**src/rtl/lfsr_frame_pkg.sv**
```systemverilog
// lfsr_frame_pkg: shared state encoding, header layout and header builder for the frame packer
package lfsr_frame_pkg;
  typedef enum logic [2:0] {IDLE, HDR, SEED, PAY, CSUM} state_t;
  localparam logic [15:0] SYNC_WORD_DEF = 16'hA5C3;
  localparam int SYNC_LSB = 16;
  localparam int POLY_LSB = 8;
  localparam int SEQ_LSB = 0;
  function automatic logic [31:0] make_header(input logic [15:0] sync, input logic [2:0] poly,
                                              input logic [7:0] seq);
    make_header = (32'(sync) << SYNC_LSB) | (32'(poly) << POLY_LSB) | (32'(seq) << SEQ_LSB);
  endfunction
endpackage

```
**src/rtl/lfsr_frame_packer_fifo.sv**
```systemverilog
// sync_fifo: single-clock first-word-fall-through buffer with occupancy count
module sync_fifo #(
  parameter int WIDTH = 32,
  parameter int DEPTH = 32
) (
  input  logic                       clk,
  input  logic                       reset_n,
  input  logic                       push,
  input  logic                       pop,
  input  logic [WIDTH-1:0]           wdata,
  output logic [WIDTH-1:0]           rdata,
  output logic                       full,
  output logic                       empty,
  output logic [$clog2(DEPTH):0]     count
);
  localparam int AW = $clog2(DEPTH);
  logic [WIDTH-1:0] mem [DEPTH];
  logic [AW-1:0] wp, rp;
  assign rdata = mem[rp];
  assign full = count == (AW+1)'(DEPTH);
  assign empty = count == '0;
  // storage array, written at the tail pointer
  always_ff @(posedge clk)
    if (push) mem[wp] <= wdata;
  // pointers wrap naturally since DEPTH is a power of two
  always_ff @(posedge clk or negedge reset_n)
    if (!reset_n) begin
      wp <= '0;
      rp <= '0;
      count <= '0;
    end else begin
      wp <= wp + AW'(push);
      rp <= rp + AW'(pop);
      count <= count + (AW+1)'(push) - (AW+1)'(pop);
    end
endmodule

```
**src/rtl/lfsr_frame_packer.sv**
```systemverilog
// lfsr_frame_packer: buffers scrambled words and emits header/seed/payload/checksum frames
module lfsr_frame_packer
  import lfsr_frame_pkg::*;
#(
  parameter int          FRAME_WORDS = 16,
  parameter int          FIFO_DEPTH  = 32,
  parameter logic [15:0] SYNC_WORD   = SYNC_WORD_DEF
) (
  input  logic        clk,
  input  logic        reset_n,
  input  logic [31:0] in_data,
  input  logic        in_valid,
  input  logic [31:0] hdr_seed,
  input  logic [2:0]  hdr_poly,
  input  logic        hdr_capture,
  output logic [31:0] out_data,
  output logic        out_valid,
  input  logic        out_ready,
  output logic        out_sof,
  output logic        out_eof,
  output logic        overflow,
  input  logic        clear_overflow
);
  localparam int CW = $clog2(FIFO_DEPTH) + 1;
  localparam int BW = $clog2(FRAME_WORDS + 1);
  state_t state, state_n;
  logic [31:0] pend_seed, frame_seed, csum, head, seed_eff;
  logic [2:0] pend_poly, poly_eff;
  logic [7:0] seq;
  logic [BW-1:0] beat;
  logic [CW-1:0] count;
  logic full, empty, push, pop, xfer, last, start, drop;
  assign xfer = out_valid & out_ready;
  assign last = beat == BW'(FRAME_WORDS - 1);
  assign start = count >= CW'(FRAME_WORDS);
  assign pop = xfer & !empty & (state == SEED | (state == PAY & !last));
  assign push = in_valid & (!full | pop);
  assign drop = in_valid & full & !pop;
  assign seed_eff = hdr_capture ? hdr_seed : pend_seed;
  assign poly_eff = hdr_capture ? hdr_poly : pend_poly;

  sync_fifo #(.WIDTH(32), .DEPTH(FIFO_DEPTH)) u_fifo (
    .clk(clk), .reset_n(reset_n), .push(push), .pop(pop), .wdata(in_data),
    .rdata(head), .full(full), .empty(empty), .count(count)
  );

  // pending seed/poly for the next frame, reset to the scrambler's reset state
  always_ff @(posedge clk or negedge reset_n)
    if (!reset_n) begin
      pend_seed <= 32'h1;
      pend_poly <= 3'b000;
    end else if (hdr_capture) begin
      pend_seed <= hdr_seed;
      pend_poly <= hdr_poly;
    end

  // sticky drop flag; a drop in the same cycle as a clear keeps it set
  always_ff @(posedge clk or negedge reset_n)
    if (!reset_n) overflow <= 1'b0;
    else if (drop) overflow <= 1'b1;
    else if (clear_overflow) overflow <= 1'b0;

  // frame state register
  always_ff @(posedge clk or negedge reset_n)
    if (!reset_n) state <= IDLE;
    else state <= state_n;

  // frame sequencing: each stage advances on an accepted word
  always_comb begin
    state_n = state;
    case (state)
      IDLE:    state_n = start ? HDR : IDLE;
      HDR:     state_n = xfer ? SEED : HDR;
      SEED:    state_n = xfer ? PAY : SEED;
      PAY:     state_n = xfer & last ? CSUM : PAY;
      CSUM:    state_n = xfer ? IDLE : CSUM;
      default: state_n = IDLE;
    endcase
  end

  // output register, checksum and sequence number; outputs only change on a transfer
  always_ff @(posedge clk or negedge reset_n)
    if (!reset_n) begin
      out_data <= '0;
      out_valid <= 1'b0;
      out_sof <= 1'b0;
      out_eof <= 1'b0;
      frame_seed <= '0;
      csum <= '0;
      beat <= '0;
      seq <= '0;
    end else begin
      case (state)
        IDLE: if (start) begin
          frame_seed <= seed_eff;
          out_data <= make_header(SYNC_WORD, poly_eff, seq);
          out_valid <= 1'b1;
          out_sof <= 1'b1;
        end
        HDR: if (xfer) begin
          out_data <= frame_seed;
          out_sof <= 1'b0;
        end
        SEED: if (xfer) begin
          out_data <= head;
          csum <= '0;
          beat <= '0;
        end
        PAY: if (xfer) begin
          csum <= csum ^ out_data;
          beat <= beat + BW'(1);
          out_data <= last ? csum ^ out_data : head;
          out_eof <= last;
        end
        CSUM: if (xfer) begin
          out_valid <= 1'b0;
          out_eof <= 1'b0;
          seq <= seq + 8'd1;
        end
        default: ;
      endcase
    end
endmodule

```
**config.mk**
```make
export PLATFORM = sky130hd
export DESIGN_NAME = lfsr_frame_packer
export DESIGN_NICKNAME = d
export VERILOG_FILES = /design/src/rtl/lfsr_frame_pkg.sv /design/src/rtl/lfsr_frame_packer_fifo.sv /design/src/rtl/lfsr_frame_packer.sv
export SDC_FILE = /design/constraint.sdc
export NUM_CORES = 1
export LEC_CHECK = 0
export ABC_CLOCK_PERIOD_IN_PS = 9800
export CAP_MARGIN = 20
export CELL_PAD_IN_SITES_DETAIL_PLACEMENT = 2
export CELL_PAD_IN_SITES_GLOBAL_PLACEMENT = 2
export CORE_MARGIN = 5
export CORE_UTILIZATION = 40
export CTS_CLUSTER_SIZE = 20
export DETAILED_ROUTE_END_ITERATION = 10
export GPL_ROUTABILITY_DRIVEN = 0
export PLACE_DENSITY = 0.74
export SYNTH_ARGS = -nofsm -noshare
export SYNTH_HDL_FRONTEND = slang
export SYNTH_SLANG_ARGS = --single-unit
```
**constraint.sdc**
```tcl
create_clock -name clk -period 9.8 [get_ports clk]
set_input_delay 1.47 -clock clk [delete_from_list [all_inputs] [get_ports clk]]
set_output_delay 1.47 -clock clk [all_outputs]
set_load 0.02 [all_outputs]
```
==> impl_results.md <==
- Status: completed
- Worst-path maximum fanout: 32
- Clk_lat worst skew: 0.75 ns
- Drt first pass iters: 5
- Worst-Margin Slew: 1.23 ns
- Die H: ~350 um
- Seq cells post-synth: about 1200
- CTS Buffer Depth: 3
- Setup Fix Bufs, Post-CTS: 0
- Vias in the first global route: 28200
- Dpl hpwl: about 96 mm
- Synthesized Nets: ~2600
- Post-synthesis sequential area ratio: between 70% and 80%
- Fin. max-slew vios: 0
- CP Class: in -> reg
- Worst Min Path Start: seq[7]
- Mean post-synth cell area: roughly 19 sq um
- Post-route DRC: 0
- Fmax: 0.210 GHz
- Power per Cell Area: between 300 and 400 nW/um^2
- WL/cell: between 30 and 40 um
- Synthesized instance count: roughly 2500
- Max-slew headroom: around 18%
- FFs w/ async S/R, synth: around 14%
- Die X: between 300 and 400 um
- First-pass GRT wire length: approximately 220 mm
- Net count, final: roughly 2800
- Antenna violations before repair: 7
- CTS Hold Bufs: 0
- Hold depth: 1
- Crit path DAT: between 5 and 6 ns
- Initial DRC count: 3023
- Crit. End Element: register
- Io pins: 109
- Clk_skew: 0.0403 ns
- Main synth FF type: edfxtp_1
- Number of max-cap violations: 0
- R2r setup slk: ~5.2 ns
- GR Overflow Total: 0
- Hold_ws: about 0.48 ns
- RSZ-0062 raised after global routing: false
- EDFF count, synth: between 1000 and 1500
- Critical path startpoint category: input pin
- CTS tree: done
- Worst hold path type: reg -> reg
- I/O Buffers: 108
- Die area: between 100000 and 150000 sq um
- Hold endpoint: seq[7]
- YS warnings: 0
- WL final: 159 mm
- # resized after CTS: 0
- Placed instance count: slightly above 4000
- Vias/cell: 6.10
- Core area: between 100000 and 150000 sq um
- R2R depth: 10
- Leakage: around 18 nW
- Synth unique cells: 55
- CTS Buf Count: 130
- H-tree depth: 4
- CTS Root Cell: clkbuf_16
- Setup TNS: 0 ns
- Worst path required time: 10.14 ns
- Vias: ~26000
- Largest net degree at the start of global routing: 102
- R2r startpoint: beat[0]
- Clock slew seen by the registers of the worst setup and hold paths: roughly 0.06 ns
- Inserted Diodes: 0
- Total Routing Usage GR: between 20% and 30%
- Post-DRT Antenna Nets: 0
- Final Util: 46.9%
- Hold Vio Cnt, Final: 0
- Post-synthesis instance area: about 47000 sq um
- Num Clock Sinks: around 1200
- Final setup viols: 0
- Layout area overhead: 16.4%
- Post-Layout Cell Count: about 4300
- Reg2Reg Capture Point: u_fifo.mem[3][16]
- Tmin final: 4.75 ns
- Rows: 125
- Share of layout cells above drive strength 1: approximately a fifth
- Initial Util: 40.3%
- VDD IR-drop max: 206 uV
- Period Utilization, post-route: between 40 and 50%
[cells by family (layout without fill, tap and decap cells)]
group           after synthesis  in the layout  synth area share, %
simple gates                291            291                 2.97
compound gates              383            383                 5.24
mux                         448            448                 14.8
flops                      1191           1191                 74.5
fa+ha+maj                    17             17                0.470
xor+xnor                     17             17                0.317
buf+inv                     166            447                 1.75
[state kept, by name, indices dropped and copies added (netlist names)]
signal / flops
out_valid: 1
frame_seed: 32
u_fifo.rp: 5
seq: 8
out_data: 32
pend_poly: 3
out_eof: 1
out_sof: 1
pend_seed: 32
state: 3
u_fifo.count: 6
u_fifo.mem: 1024
u_fifo.wp: 5
overflow: 1
csum: 32
beat: 5
[synth_stat cells, drive strengths merged (17+ instances only)]
| cell type | number | area, sq um |
|---|---|---|
| clkbuf | 68 | 256 |
| nand2b | 21 | 131 |
| edfxtp | 1024 | 30700 |
| a211oi | 30 | 225 |
| mux4 | 189 | 4260 |
| mux2 | 65 | 732 |
| a21oi | 51 | 255 |
| o221ai | 31 | 272 |
| nand3 | 49 | 245 |
| nand2 | 91 | 342 |
| a22oi | 17 | 128 |
| o22ai | 34 | 213 |
| inv | 24 | 90.1 |
| nor2 | 66 | 248 |
| buf | 74 | 474 |
| mux2i | 194 | 1940 |
| a22o | 18 | 158 |
| o21ai | 131 | 656 |
| dfrtp | 166 | 4150 |
| nor2b | 17 | 106 |
[critical path, stage by stage]
cell and delay, ns:
clkdlybuf4s50_1 0.49, and2_0 0.30, nand3_1 0.17, o211ai_1 0.18, and2_1 0.44, nand3_1 0.83
nor2_4 1.16
[layout make-up]
type / instances / area (sq um)
fill: 10500 / 61800
sequential: 1191 / 34900
multi-input combinational: 1156 / 11400
clock buffer: 183 / 3660
timing repair buffer: 189 / 2130
tap: 1524 / 1910
clock inverter: 51 / 442
inverter: 24 / 90.1
[how the worst max path moves through the flow]
stage / depth (start not counted) / start / end
detailed placement: 7 / out_ready / u_fifo.mem[10][9]
global placement: 7 / out_ready / u_fifo.mem[14][14]
CTS: 7 / out_ready / u_fifo.mem[14][5]
floorplan: 8 / out_ready / u_fifo.mem[28][0]
global route: 7 / out_ready / u_fifo.mem[3][26]
finish: 7 / out_ready / u_fifo.mem[3][16]
[power breakdown]
part	switching (mW)	internal, mW
clock	2.11	2.75
combinational	3.18	1.83
sequential	0.538	6.07
total	5.83	10.7
[metrics by stage]
| stage | setup WS, ns | total power [mW] | area (sq um) |
|---|---|---|---|
| final | 5.05 | 16.5 | 54600 |
| after global routing | 4.92 | 17.0 | 54600 |
| after detailed placement | 4.18 | 11.5 | 49800 |
| after CTS | 4.87 | 16.4 | 53900 |
| after floorplan | 5.28 | 9.38 | 46900 |
| after global placement | 4.44 | 11.2 | 49800 |
[per-layer routing]
metal,wire length (um),up-vias,share of wire (%),global-route usage (%)
met5,55,-,0.035,0
met4,6900,8,4.3,9.39
met3,9970,277,6.3,3.90
met2,80900,1172,51,42.1
met1,61200,14400,38,31.1
li1,-,10500,-,-
[placed cells by master, fill, tap and decap left out, types with 9 or more instances in the layout]
| cell | instances |
|---|---|
| buf_2 | 13 |
| o221ai_1 | 31 |
| inv_1 | 24 |
| mux2_2 | 65 |
| nand3_1 | 48 |
| clkbuf_8 | 11 |
| clkinv_2 | 19 |
| nor2_4 | 32 |
| nand2_1 | 91 |
| xnor2_1 | 10 |
| dfrtp_1 | 161 |
| a22o_1 | 18 |
| o21ai_0 | 131 |
| buf_16 | 17 |
| buf_12 | 12 |
| clkbuf_1 | 38 |
| nor2_1 | 34 |
| nor3_1 | 10 |
| a31oi_1 | 9 |
| a21oi_1 | 49 |
| clkinv_1 | 14 |
| nand2b_1 | 21 |
| nor2b_1 | 16 |
| o211ai_1 | 16 |
| ha_1 | 16 |
| buf_4 | 49 |
| clkdlybuf4s50_1 | 94 |
| mux2i_1 | 194 |
| a22oi_1 | 17 |
| a211oi_1 | 30 |
| mux4_2 | 189 |
| clkbuf_16 | 135 |
| o22ai_1 | 34 |
| edfxtp_1 | 1024 |
| a32oi_1 | 10 |
| o31ai_1 | 15 |
Note: power is estimated with default switching activity, not from simulation.
